## config.mk

```make
export PLATFORM = sky130hd
export DESIGN_NAME = mem_stage
export DESIGN_NICKNAME = d
export VERILOG_FILES = /design/src/rtl/mem_stage_pkg.sv /design/src/rtl/mem_stage_mem_wb_reg.sv /design/src/rtl/mem_stage.sv
export SDC_FILE = /design/constraint.sdc
export NUM_CORES = 1
export LEC_CHECK = 0
export ABC_AREA = 1
export ABC_CLOCK_PERIOD_IN_PS = 1400
export CELL_PAD_IN_SITES_DETAIL_PLACEMENT = 1
export CELL_PAD_IN_SITES_GLOBAL_PLACEMENT = 1
export CORE_AREA = 3 3 178 128
export CTS_CLUSTER_SIZE = 28
export DETAILED_ROUTE_END_ITERATION = 8
export DIE_AREA = 0 0 181 131
export PLACE_DENSITY = 0.75
export SYNTH_ARGS = -nofsm -noshare
export SYNTH_HDL_FRONTEND = slang
export SYNTH_SLANG_ARGS = --single-unit
export TNS_END_PERCENT = 100
```

## constraint.sdc

```tcl
create_clock -name clk -period 1.4 [get_ports clk]
set_input_delay 0.21 -clock clk [delete_from_list [all_inputs] [get_ports clk]]
set_output_delay 0.21 -clock clk [all_outputs]
set_load 0.005 [all_outputs]
```

## src/rtl/mem_stage_pkg.sv

```systemverilog
// Shared definitions for the MEM pipeline stage.
//   mem_state_e      : data-port handshake FSM states
//   WORD_OFS_W       : number of byte-offset bits cleared to word-align
//   WORD_OFS_CLEAR   : fill value for the cleared byte-offset bits
//   BUBBLE_*         : control values written into MEM/WB on a stall bubble
package mem_stage_pkg;

  typedef enum logic {
    IDLE = 1'b0,
    WAIT = 1'b1
  } mem_state_e;

  localparam int unsigned WORD_OFS_W = 2;
  localparam logic [WORD_OFS_W-1:0] WORD_OFS_CLEAR = '0;

  localparam logic BUBBLE_REGWRITE = 1'b0;
  localparam logic BUBBLE_MEMTOREG = 1'b0;

endpackage

```

## src/rtl/mem_stage_mem_wb_reg.sv

```systemverilog
// MEM/WB pipeline register.
//   clk, rst        : clock, synchronous active-high clear
//   bubble          : insert a bubble (kill RegWrite/MemtoReg, hold data fields)
//   alu_out, mem_read_data, register_addr, MemtoReg, RegWrite : stage results
//   WB_*            : registered outputs feeding writeback
module mem_wb_reg
  import mem_stage_pkg::*;
#(
  parameter int unsigned DATA_W     = 32,
  parameter int unsigned REG_ADDR_W = 5
) (
  input  logic                  clk,
  input  logic                  rst,
  input  logic                  bubble,
  input  logic [DATA_W-1:0]     alu_out,
  input  logic [DATA_W-1:0]     mem_read_data,
  input  logic [REG_ADDR_W-1:0] register_addr,
  input  logic                  MemtoReg,
  input  logic                  RegWrite,
  output logic [DATA_W-1:0]     WB_ALU_out,
  output logic [DATA_W-1:0]     WB_mem_read_data,
  output logic [REG_ADDR_W-1:0] WB_register_addr,
  output logic                  WB_MemtoReg,
  output logic                  WB_RegWrite
);

  always_ff @(posedge clk) begin
    if (rst) begin
      WB_ALU_out       <= '0;
      WB_mem_read_data <= '0;
      WB_register_addr <= '0;
      WB_MemtoReg      <= 1'b0;
      WB_RegWrite      <= 1'b0;
    end else if (bubble) begin
      WB_MemtoReg <= BUBBLE_MEMTOREG;
      WB_RegWrite <= BUBBLE_REGWRITE;
    end else begin
      WB_ALU_out       <= alu_out;
      WB_mem_read_data <= mem_read_data;
      WB_register_addr <= register_addr;
      WB_MemtoReg      <= MemtoReg;
      WB_RegWrite      <= RegWrite;
    end
  end

endmodule

```

## src/rtl/mem_stage.sv

```systemverilog
// MIPS MEM stage: drives the data-memory req/ready port from the EX/MEM
// register, stalls upstream while an access is outstanding, registers the
// result into MEM/WB and counts stalled cycles (saturating).
//   clk, rst                 : clock, synchronous active-high reset
//   MEM_*                    : EX/MEM pipeline register outputs
//   dmem_req/we/addr/wdata   : data-memory request (word-aligned address)
//   dmem_ready/rdata         : data-memory completion and load data
//   mem_stall                : hold upstream pipeline registers this cycle
//   WB_*                     : MEM/WB pipeline register outputs
//   perf_stall_cnt           : number of stalled cycles since reset
module mem_stage
  import mem_stage_pkg::*;
#(
  parameter int unsigned DATA_W     = 32,
  parameter int unsigned REG_ADDR_W = 5,
  parameter int unsigned CNT_W      = 32
) (
  input  logic                  clk,
  input  logic                  rst,
  input  logic [DATA_W-1:0]     MEM_ALU_out,
  input  logic [DATA_W-1:0]     MEM_register_read_data2,
  input  logic [REG_ADDR_W-1:0] MEM_register_addr,
  input  logic                  MEM_MemRead,
  input  logic                  MEM_MemtoReg,
  input  logic                  MEM_MemWrite,
  input  logic                  MEM_RegWrite,
  output logic                  dmem_req,
  output logic                  dmem_we,
  output logic [DATA_W-1:0]     dmem_addr,
  output logic [DATA_W-1:0]     dmem_wdata,
  input  logic                  dmem_ready,
  input  logic [DATA_W-1:0]     dmem_rdata,
  output logic                  mem_stall,
  output logic [DATA_W-1:0]     WB_ALU_out,
  output logic [DATA_W-1:0]     WB_mem_read_data,
  output logic [REG_ADDR_W-1:0] WB_register_addr,
  output logic                  WB_MemtoReg,
  output logic                  WB_RegWrite,
  output logic [CNT_W-1:0]      perf_stall_cnt
);

  mem_state_e        state;
  logic              acc;
  logic              read_done;
  logic [DATA_W-1:0] load_data;

  assign acc        = MEM_MemRead | MEM_MemWrite;
  assign dmem_addr  = {MEM_ALU_out[DATA_W-1:WORD_OFS_W], WORD_OFS_CLEAR};
  assign dmem_wdata = MEM_register_read_data2;
  assign dmem_we    = MEM_MemWrite;

  // In WAIT the upstream hold keeps acc asserted, so a single expression
  // covers both states: stall whenever a request is up and not yet ready.
  always_comb begin
    dmem_req  = (state == WAIT) | acc;
    mem_stall = dmem_req & ~dmem_ready;
  end

  // Write wins when both MemRead and MemWrite are set, so no load data then.
  assign read_done = dmem_req & dmem_ready & MEM_MemRead & ~MEM_MemWrite;
  assign load_data = read_done ? dmem_rdata : '0;

  always_ff @(posedge clk) begin
    if (rst) begin
      state <= IDLE;
    end else begin
      unique case (state)
        IDLE:    if (acc && !dmem_ready) state <= WAIT;
        WAIT:    if (dmem_ready) state <= IDLE;
        default: state <= IDLE;
      endcase
    end
  end

  always_ff @(posedge clk) begin
    if (rst) begin
      perf_stall_cnt <= '0;
    end else if (mem_stall && (perf_stall_cnt != '1)) begin
      perf_stall_cnt <= perf_stall_cnt + CNT_W'(1);
    end
  end

  mem_wb_reg #(
    .DATA_W     (DATA_W),
    .REG_ADDR_W (REG_ADDR_W)
  ) u_mem_wb_reg (
    .clk              (clk),
    .rst              (rst),
    .bubble           (mem_stall),
    .alu_out          (MEM_ALU_out),
    .mem_read_data    (load_data),
    .register_addr    (MEM_register_addr),
    .MemtoReg         (MEM_MemtoReg),
    .RegWrite         (MEM_RegWrite),
    .WB_ALU_out       (WB_ALU_out),
    .WB_mem_read_data (WB_mem_read_data),
    .WB_register_addr (WB_register_addr),
    .WB_MemtoReg      (WB_MemtoReg),
    .WB_RegWrite      (WB_RegWrite)
  );

endmodule
```

## Yosys cells after proc, flatten, opt, wreduce, memory -nomap -nowiden

Index checks and enable logic that the tools add are counted.

- Add/sub/neg operators: 1
- Eq/ne operators: 1
- Multiplexer cells: 4
- Bitwise operators: 9
- Reduce and logical (&&, ||, !) cells: 4

Operators by type and width:

| kind | count |
|---|---|
| 32-bit by 1-bit adder with 32-bit output (second input constant) | 1 |
| 32-bit two-way mux | 1 |
| 32-bit != test (second input constant) | 1 |
| 1-bit bitwise AND | 4 |
| 1-bit inverter | 3 |
| 1-bit logical AND | 2 |
| 1-bit two-way mux | 2 |
| 1-bit bitwise OR | 2 |
| 1-bit one-hot mux with 2 select lines | 1 |
| 2-bit OR reduction | 1 |
| 1-bit zero test | 1 |

- Register bits: 104
- Output and inout bits: 170
- Logic and storage cells: 26

## Longest topological paths before layout

Gate-level depths: netlist of run 1.

- Word-level depth: 6
- Depth in mapped cells: 11
- Gate-level depth less buffers: 10

## By module

Synthesis of run 1 repeated with hierarchy kept, for this count alone.

- Cells, all modules: 929
- Area total of the unflattened synthesis: 5780.5 sq um

By module, submodules not included:

| module | instances | cells each | area each (sq um) | seq. area each (sq um) |
|---|---|---|---|---|
| mem_wb_reg | 1 | 442 | 2926.6 | 1421.4 |
| mem_stage | 1 | 487 | 2854.0 | 660.6 |

## Worst setup path after synthesis of run 1

OpenSTA, ideal clock, no wires.

- Path type: reg-to-reg
- Start point: register perf_stall_cnt[0]
- End point: register perf_stall_cnt[23]
- Data arrival time: 1400 ps
- Path slack: -115 ps
- Stages on the path, launching flop included: 10
- Path buffers: 1
- Clock period less this slack: 1515 ps
- Path through: dfxtp_1 -> ha_1 -> nand2_1 -> nor2_2 -> nand2_2 -> nor2_4 -> nand3_4 -> buf_6 -> a21oi_1 -> nor2_1

- Longest elaborated chain between the ends: 2
- Elaborated cells on any way between the ends: 3
- Classes of those cells: add/sub: 1; eq/ne: 1; reduce/logical: 1

Ends and longest elaborated chain:

| what | RTL line | RTL |
|---|---|---|
| start: declaration | mem_stage.sv:39 | `output logic [CNT_W-1:0] perf_stall_cnt` |
| start signal: assignment | mem_stage.sv:79 | `perf_stall_cnt <= perf_stall_cnt + CNT_W'(1);` |
| branches (longest 2 deep; another with 32-bit by 1-bit adder with 32-bit output) | - |  |

Several ways; the timed one is not identified.
A chain may end at the register's enable or synchronous reset.

## Final worst setup path of run 1

- Start point: register perf_stall_cnt[6]
- End point: register perf_stall_cnt[19]

The elaborated chain is that of the path after synthesis.

==> flow_metrics.env, run 1 <==
export IMPL_ys_warn_count=0
export IMPL_cp_data_arrival_time_ns=1.81
export IMPL_syn2layout_area_growth_pct=79.78
export IMPL_rsz0062_at_grt="true"
export IMPL_outcome="finished with violations"
export IMPL_yosys_register_bits=104
export IMPL_crit_path_max_incr_delay_ns=0.38
export IMPL_diodes=0
export IMPL_portBuffers=211
export IMPL_min_period_ns=1.569
export IMPL_power_density_mw_per_mm2=769.2
export IMPL_top_layer_used="met4"
export IMPL_wl_um=20050
export IMPL_cts_htree_levels=3
export IMPL_start_util_pct=22.68
export IMPL_start_kind="flip-flop"
export IMPL_final_setup_viol_count=32
export IMPL_cts_tree="built"
export IMPL_grt_pass1_vias=5585
export IMPL_violations="negative setup slack"
export IMPL_grt_pass1_wl_um=29900
export IMPL_worst_hold_path_type="in2reg"
export IMPL_wl_met2_um=9466
export IMPL_preCtsSetupSlack_ns=-0.5819
export IMPL_required_ns=1.64
export IMPL_drv_cap=0
export IMPL_coreArea_mm2=0.02134
export IMPL_wl_met3_um=1325
export IMPL_cp_max_fo=23
export IMPL_crit_path_cell_trace="nand2_1, nor2_2, nand2_4, nor2_4, nand3_4, buf_12, a21oi_1, nor2_1"
export IMPL_grt_max_degree=48
export IMPL_drt_iter0_markers=220
export IMPL_die_w_um=181
export IMPL_drv_slew=0
export IMPL_drive_gt1_share_pct=34.95
export IMPL_post_route_period_util_pct=112.0
export IMPL_cts_path_max_buffers=2
export IMPL_end_kind="flip-flop"
export IMPL_cts_sinks=104
export IMPL_worst_setup_path_type="reg2reg"
export IMPL_crit_buf_inv=1
export IMPL_grt_overflow_total=0
export IMPL_clk_pin_slew_ns=0.08
export IMPL_drc_errors=0
export IMPL_synthDistinctLibCells=28
export IMPL_drt_met1_wl_um=9098
export IMPL_netlist_area_mm2=0.004840
export IMPL_synth_area_leaders="dfxtp_1, nand2_1, buf_4"
export IMPL_power_total_mw=6.692
export IMPL_fin_tns_setup_ns=-3.422
export IMPL_timing_fmax_ghz=0.6375
export IMPL_synth_seq_area_share_pct=43.02
export IMPL_die_y_um=131
export IMPL_fp_row_count=45
export IMPL_cts_root_buffer="clkbuf_16"
export IMPL_numCtsBuffers=9
export IMPL_gp_congestion=0.7864
export IMPL_dp_hpwl_um=14230
export IMPL_die_area_mm2=0.02371
export IMPL_fin_skew_ns=0.007125
export IMPL_grt_usage_pct=15.72
export IMPL_clk_latency_ns=0.36
export IMPL_hold_viol=0
export IMPL_fin_ws_ns=-0.1686
export IMPL_final_core_util_pct=40.77
export IMPL_fill_cells=2529
export IMPL_yosys_area_top_type="dfxtp_1"
export IMPL_synth_edf_count=0
export IMPL_io_pins=278
export IMPL_avgRoutedWirePerCell_um=16.59
export IMPL_ir_drop_uv=532.2
export IMPL_crit_slowest_cell="dfxtp_2"
export IMPL_synth_top_area_share_pct=43.02
export IMPL_synthArstFlopShare_pct=0
export IMPL_synthCells=634
export IMPL_avgSynthCellArea_um2=7.634
export IMPL_first_pass_iters=4
export IMPL_critical_path_top_delay_family="simple AND/OR/NAND/NOR gates"
export IMPL_ant_nets=0
export IMPL_antenna_found_initial=0
export IMPL_num_vias=5399
export IMPL_synth_main_ff_cell="dfxtp_1"
export IMPL_avgViaCountPerCell=4.466
export IMPL_leakagePower_nw=4.131
export IMPL_fin_nets=1031
## layer usage
layer,global-route usage [%],up-vias
li1,-,2599
met1,20.09,2631
met2,26.41,153
met3,5.174,16
met4,2.999,0
met5,0,-
## registers in the layout, indices dropped and copies added, names as in the netlist
register,count
u_mem_wb_reg.WB_register_addr,5
u_mem_wb_reg.WB_mem_read_data,32
u_mem_wb_reg.WB_ALU_out,32
u_mem_wb_reg.WB_RegWrite,1
state,1
perf_stall_cnt,32
u_mem_wb_reg.WB_MemtoReg,1
## path summary, 6_finish.rpt
path,startpoint,to,slack [ns],cells after the start
min reg2reg,u_mem_wb_reg.WB_register_addr[1]$_SDFFE_PP0N_,u_mem_wb_reg.WB_register_addr[1]$_SDFFE_PP0N_,0.44,2
max,perf_stall_cnt[6]$_SDFFE_PP0P_,perf_stall_cnt[19]$_SDFFE_PP0P_,-0.17,8
min,MEM_ALU_out[12],u_mem_wb_reg.WB_ALU_out[12]$_SDFFE_PP0N_,0.31,3
max reg2reg,perf_stall_cnt[6]$_SDFFE_PP0P_,perf_stall_cnt[19]$_SDFFE_PP0P_,-0.17,8
## synth_stat cells (2+ instances only)
cell type,n
a21oi_1,26
a32o_1,32
buf_1,2
buf_2,10
buf_4,68
buf_6,5
clkbuf_1,10
dfxtp_1,104
inv_1,25
inv_2,4
nand2_1,161
nand2_2,5
nand3_1,67
nand3_2,5
nand4_1,6
nor2_1,84
nor2_2,7
nor2_4,3
## layout make-up
| cell class | count | area [um^2] | share of cell area, % |
|---|---|---|---|
| inverter | 29 | 111.4 | 1.280 |
| tap | 282 | 352.8 | 4.055 |
| clock inverter | 7 | 71.32 | 0.8197 |
| clock buffer | 9 | 225.2 | 2.588 |
| timing repair buffer | 371 | 3373 | 38.77 |
| sequential | 104 | 2161 | 24.83 |
| multi-input combinational | 407 | 2406 | 27.65 |
## cells by family after synthesis
kind of cell / after synthesis / synth area share, %
XOR/XNOR: 1 / 0.1810
adder cells (fa/ha/maj): 1 / 0.2585
flip-flops: 104 / 43.02
buffers and inverters: 124 / 15.93
AO/OA/AOI/OAI: 61 / 9.721
other: 1 / 0.07749
AND/OR/NAND/NOR: 342 / 30.82
## worst reg2reg max path, stage by stage (launching register included)
cell and delay (ns):
dfxtp_2 0.38, nand2_1 0.16, nor2_2 0.18, nand2_4 0.11, nor2_4 0.11, nand3_4 0.10, buf_12 0.18, a21oi_1 0.18
nor2_1 0.07
## power breakdown
group | leakage, nW | switching [mW] | internal, mW | total [mW]
logic | 3.11 | 0.409 | 0.582 | 0.991
clock network | 0.148 | 1.34 | 1.27 | 2.61
registers | 0.871 | 0.0533 | 3.04 | 3.10
## timing repair
action | 4_1_cts | 5_1_grt
hold buffers | 0 | 0
setup buffers | 17 | 10
setup endpoints to repair | 223 | 59
cloned | 1 | 3
hold endpoints to repair | 0 | 0
pin swaps | 19 | 14
gates resized for setup | 251 | 47
## through the flow
stage / cells / hold slack (ns) / cell area [um^2]
finish: 1209 / 0.3122 / 8701
global route: 1209 / 0.3178 / 8701
CTS: 1198 / 0.3006 / 8384
detailed placement: 1164 / 0.4200 / 7772
global placement: 1164 / 0.4200 / 7772
floorplan: 635 / 0.2694 / 4907
## cell usage in the layout (no fill, tap or decap), types with 5 or more instances in the layout
cell type        instances
buf_12                  10
nand4_1                  6
dfxtp_4                 11
dfxtp_1                 63
nor2_1                  60
buf_6                    8
clkdlybuf4s50_1         76
nand2_2                 13
a21oi_2                 19
inv_1                   22
dlygate4sd2_1          130
a21oi_1                  7
buf_4                  137
nand2_1                144
nand3_2                 13
clkbuf_16               12
a32o_1                  32
inv_2                    6
nand3_1                 55
dfxtp_2                 30
nor2_2                  18
nand2_4                  8
nand3_4                  5
nor2_4                  16
(Power assumes the default switching activity.)
==> run 2: changes to the inputs <==
- PLACE_DENSITY: 0.75 -> 0.74
==> run 2 against run 1 <==
  * The flow still finishes with violations (negative setup slack)
  * Power hardly changed
  * Critical path depth grew 2
  * Worst setup slack got worse by 0.015 ns
  * Core utilization is 1.2 points lower
  * Sequential share of layout area grew 0.65 points
  * Final cell count is 1.8% lower
  * Clock-buffer cell count unchanged
  * Largest power group unchanged
  * Global-route usage down 0.073 points
==> flow_metrics.env, run 2 (synthesis gave the netlist of run 1 again) <==
export IMPL_drt_iter0_markers=202
export IMPL_worst_setup_path_type="reg2reg"
export IMPL_wl_met2_um=9132
export IMPL_hold_path_end="u_mem_wb_reg.WB_RegWrite$_SDFF_PP0_"
export IMPL_die_area_mm2=0.02371
export IMPL_drc_errors=0
export IMPL_seqCellArea_mm2=0.002153
export IMPL_hold_buffers=0
export IMPL_largestRegisters="perf_stall_cnt: 32 flops, u_mem_wb_reg.WB_ALU_out: 32 flops, u_mem_wb_reg.WB_mem_read_data: 32 flops"
export IMPL_first_pass_iters=4
export IMPL_min_period_ns=1.584
export IMPL_top_layer_used="met4"
export IMPL_final_setup_viol_count=32
export IMPL_hold_start="MEM_RegWrite"
export IMPL_grt_max_degree=40
export IMPL_fin_nets=1009
export IMPL_ir_drop_uv=599.7
export IMPL_diodes=0
export IMPL_end_kind="flip-flop"
export IMPL_clk_pin_slew_ns=0.08
export IMPL_worst_hold_path_type="in2reg"
export IMPL_cts_path_max_buffers=2
export IMPL_antenna_found_initial=0
export IMPL_start_util_pct=22.68
export IMPL_cts_htree_levels=3
export IMPL_fill_cells=2541
export IMPL_cp_data_arrival_time_ns=1.86
export IMPL_rrSetupSlack_ns=-0.18
export IMPL_grt_pass1_vias=5353
export IMPL_violations="negative setup slack"
export IMPL_avgViaCountPerCell=4.396
export IMPL_cp_max_fo=5
export IMPL_wl_met3_um=1155
export IMPL_gp_congestion=0.8467
export IMPL_grt_overflow_total=0
export IMPL_io_pins=278
export IMPL_avgRoutedWirePerCell_um=16.45
export IMPL_rr_startpoint="perf_stall_cnt[1]$_SDFFE_PP0P_"
export IMPL_holdPathStages=3
export IMPL_die_w_um=181
export IMPL_outcome="finished with violations"
export IMPL_leakagePower_nw=4.028
export IMPL_cts_sinks=104
export IMPL_required_ns=1.68
export IMPL_ff2ff_path_depth=10
export IMPL_cts_root_buffer="clkbuf_16"
export IMPL_fin_skew_ns=0.01567
export IMPL_portBuffers=211
export IMPL_layout_common_cells="nand2_1, dlygate4sd2_1, buf_4, clkdlybuf4s50_1, dfxtp_1"
export IMPL_fp_row_count=45
export IMPL_clk_latency_ns=0.36
export IMPL_post_route_period_util_pct=113.1
export IMPL_num_vias=5218
export IMPL_hold_viol=0
export IMPL_final_core_util_pct=39.59
export IMPL_grt_pass1_wl_um=29370
export IMPL_layout_commonest_cell="nand2_1"
export IMPL_grt_usage_pct=15.64
export IMPL_die_y_um=131
export IMPL_drv_slew=0
export IMPL_wl_um=19530
export IMPL_drt_met1_wl_um=9166
export IMPL_drive_gt1_share_pct=32.04
export IMPL_drv_cap=0
export IMPL_power_density_mw_per_mm2=792.8
export IMPL_rsz0062_at_grt="true"
export IMPL_timing_fmax_ghz=0.6315
export IMPL_syn2layout_area_growth_pct=74.56
export IMPL_dp_hpwl_um=14320
export IMPL_cts_tree="built"
export IMPL_multi_input_area_mm2=0.002318
export IMPL_coreArea_mm2=0.02134
export IMPL_r2r_end="perf_stall_cnt[0]$_SDFFE_PP0P_"
export IMPL_numCtsBuffers=9
export IMPL_ant_nets=0
export IMPL_fin_ws_ns=-0.1836
export IMPL_start_kind="flip-flop"
export IMPL_timing_hold_ws_ns=0.3887
[run 2: cell types whose count changed in the layout (fill, tap and decap cells not counted), moves of 4 or more]
cell | before | now
nand3_2 | 13 | 9
nand3_1 | 55 | 60
buf_4 | 137 | 118
nor2_4 | 16 | 12
nor2_2 | 18 | 23
nand2_1 | 144 | 151
[run 2: metal layers]
layer	global-route usage [%]	up-vias
met5	0	-
met4	2.775	0
met3	4.925	6
met2	25.41	138
met1	20.88	2518
li1	-	2556
[run 2: worst max-delay path, cell delays in order, from the launching register on]
cell	delay (ns)
dfxtp_4	0.38
ha_4	0.15
nand2_4	0.06
nor2_4	0.12
nand2_4	0.11
nor2_4	0.12
nand2_4	0.12
buf_12	0.17
nand2_2	0.08
nand2_1	0.07
a21oi_2	0.12
[run 2: layout make-up]
| cell class | count | area share, % |
|---|---|---|
| inverters | 29 | 1.289 |
| multi-input cells | 407 | 27.44 |
| clock buffers | 9 | 2.666 |
| clock inverters | 7 | 0.9479 |
| repair buffers | 349 | 37.99 |
| well taps | 282 | 4.177 |
| flip-flops and latches | 104 | 25.49 |
[run 2: power breakdown]
group | switching [mW] | internal [mW] | total, mW
logic | 0.403 | 0.558 | 0.961
clock network | 1.35 | 1.28 | 2.63
registers | 0.0551 | 3.05 | 3.10
total | 1.81 | 4.89 | 6.70
[run 2: repair_timing]
| item | 4_1_cts | 5_1_grt |
|---|---|---|
| cloned | 3 | 2 |
| buffers inserted | 9 | 1 |
| endpoints found under the setup margin | 236 | 103 |
| pin swaps | 9 | 5 |
| resized for setup | 230 | 42 |
[run 2: how the worst max path moves through the flow]
stage	startpoint	endpoint	slack, ns	cells past startpoint
after floorplan	perf_stall_cnt[1]$_SDFFE_PP0P_	perf_stall_cnt[19]$_SDFFE_PP0P_	-0.007	9
final	perf_stall_cnt[1]$_SDFFE_PP0P_	perf_stall_cnt[0]$_SDFFE_PP0P_	-0.18	10
after global placement	MEM_MemWrite	mem_stall	-0.53	4
after global routing	perf_stall_cnt[1]$_SDFFE_PP0P_	perf_stall_cnt[2]$_SDFFE_PP0P_	-0.25	9
after detailed placement	MEM_MemWrite	perf_stall_cnt[20]$_SDFFE_PP0P_	-0.54	11
after CTS	perf_stall_cnt[1]$_SDFFE_PP0P_	perf_stall_cnt[26]$_SDFFE_PP0P_	-0.15	11
[run 2: metrics by stage]
stage | instances | setup slack, ns | instance area [um^2] | setup TNS (ns) | power [mW]
floorplan | 635 | -0.007495 | 4907 | -0.05534 | 3.573
detailed placement | 1156 | -0.5383 | 7737 | -47.03 | 4.189
global placement | 1156 | -0.5322 | 7737 | -42.81 | 4.172
CTS | 1184 | -0.1517 | 8245 | -3.140 | 6.798
finish | 1187 | -0.1836 | 8448 | -3.797 | 6.698
global route | 1187 | -0.2486 | 8448 | -6.595 | 7.029
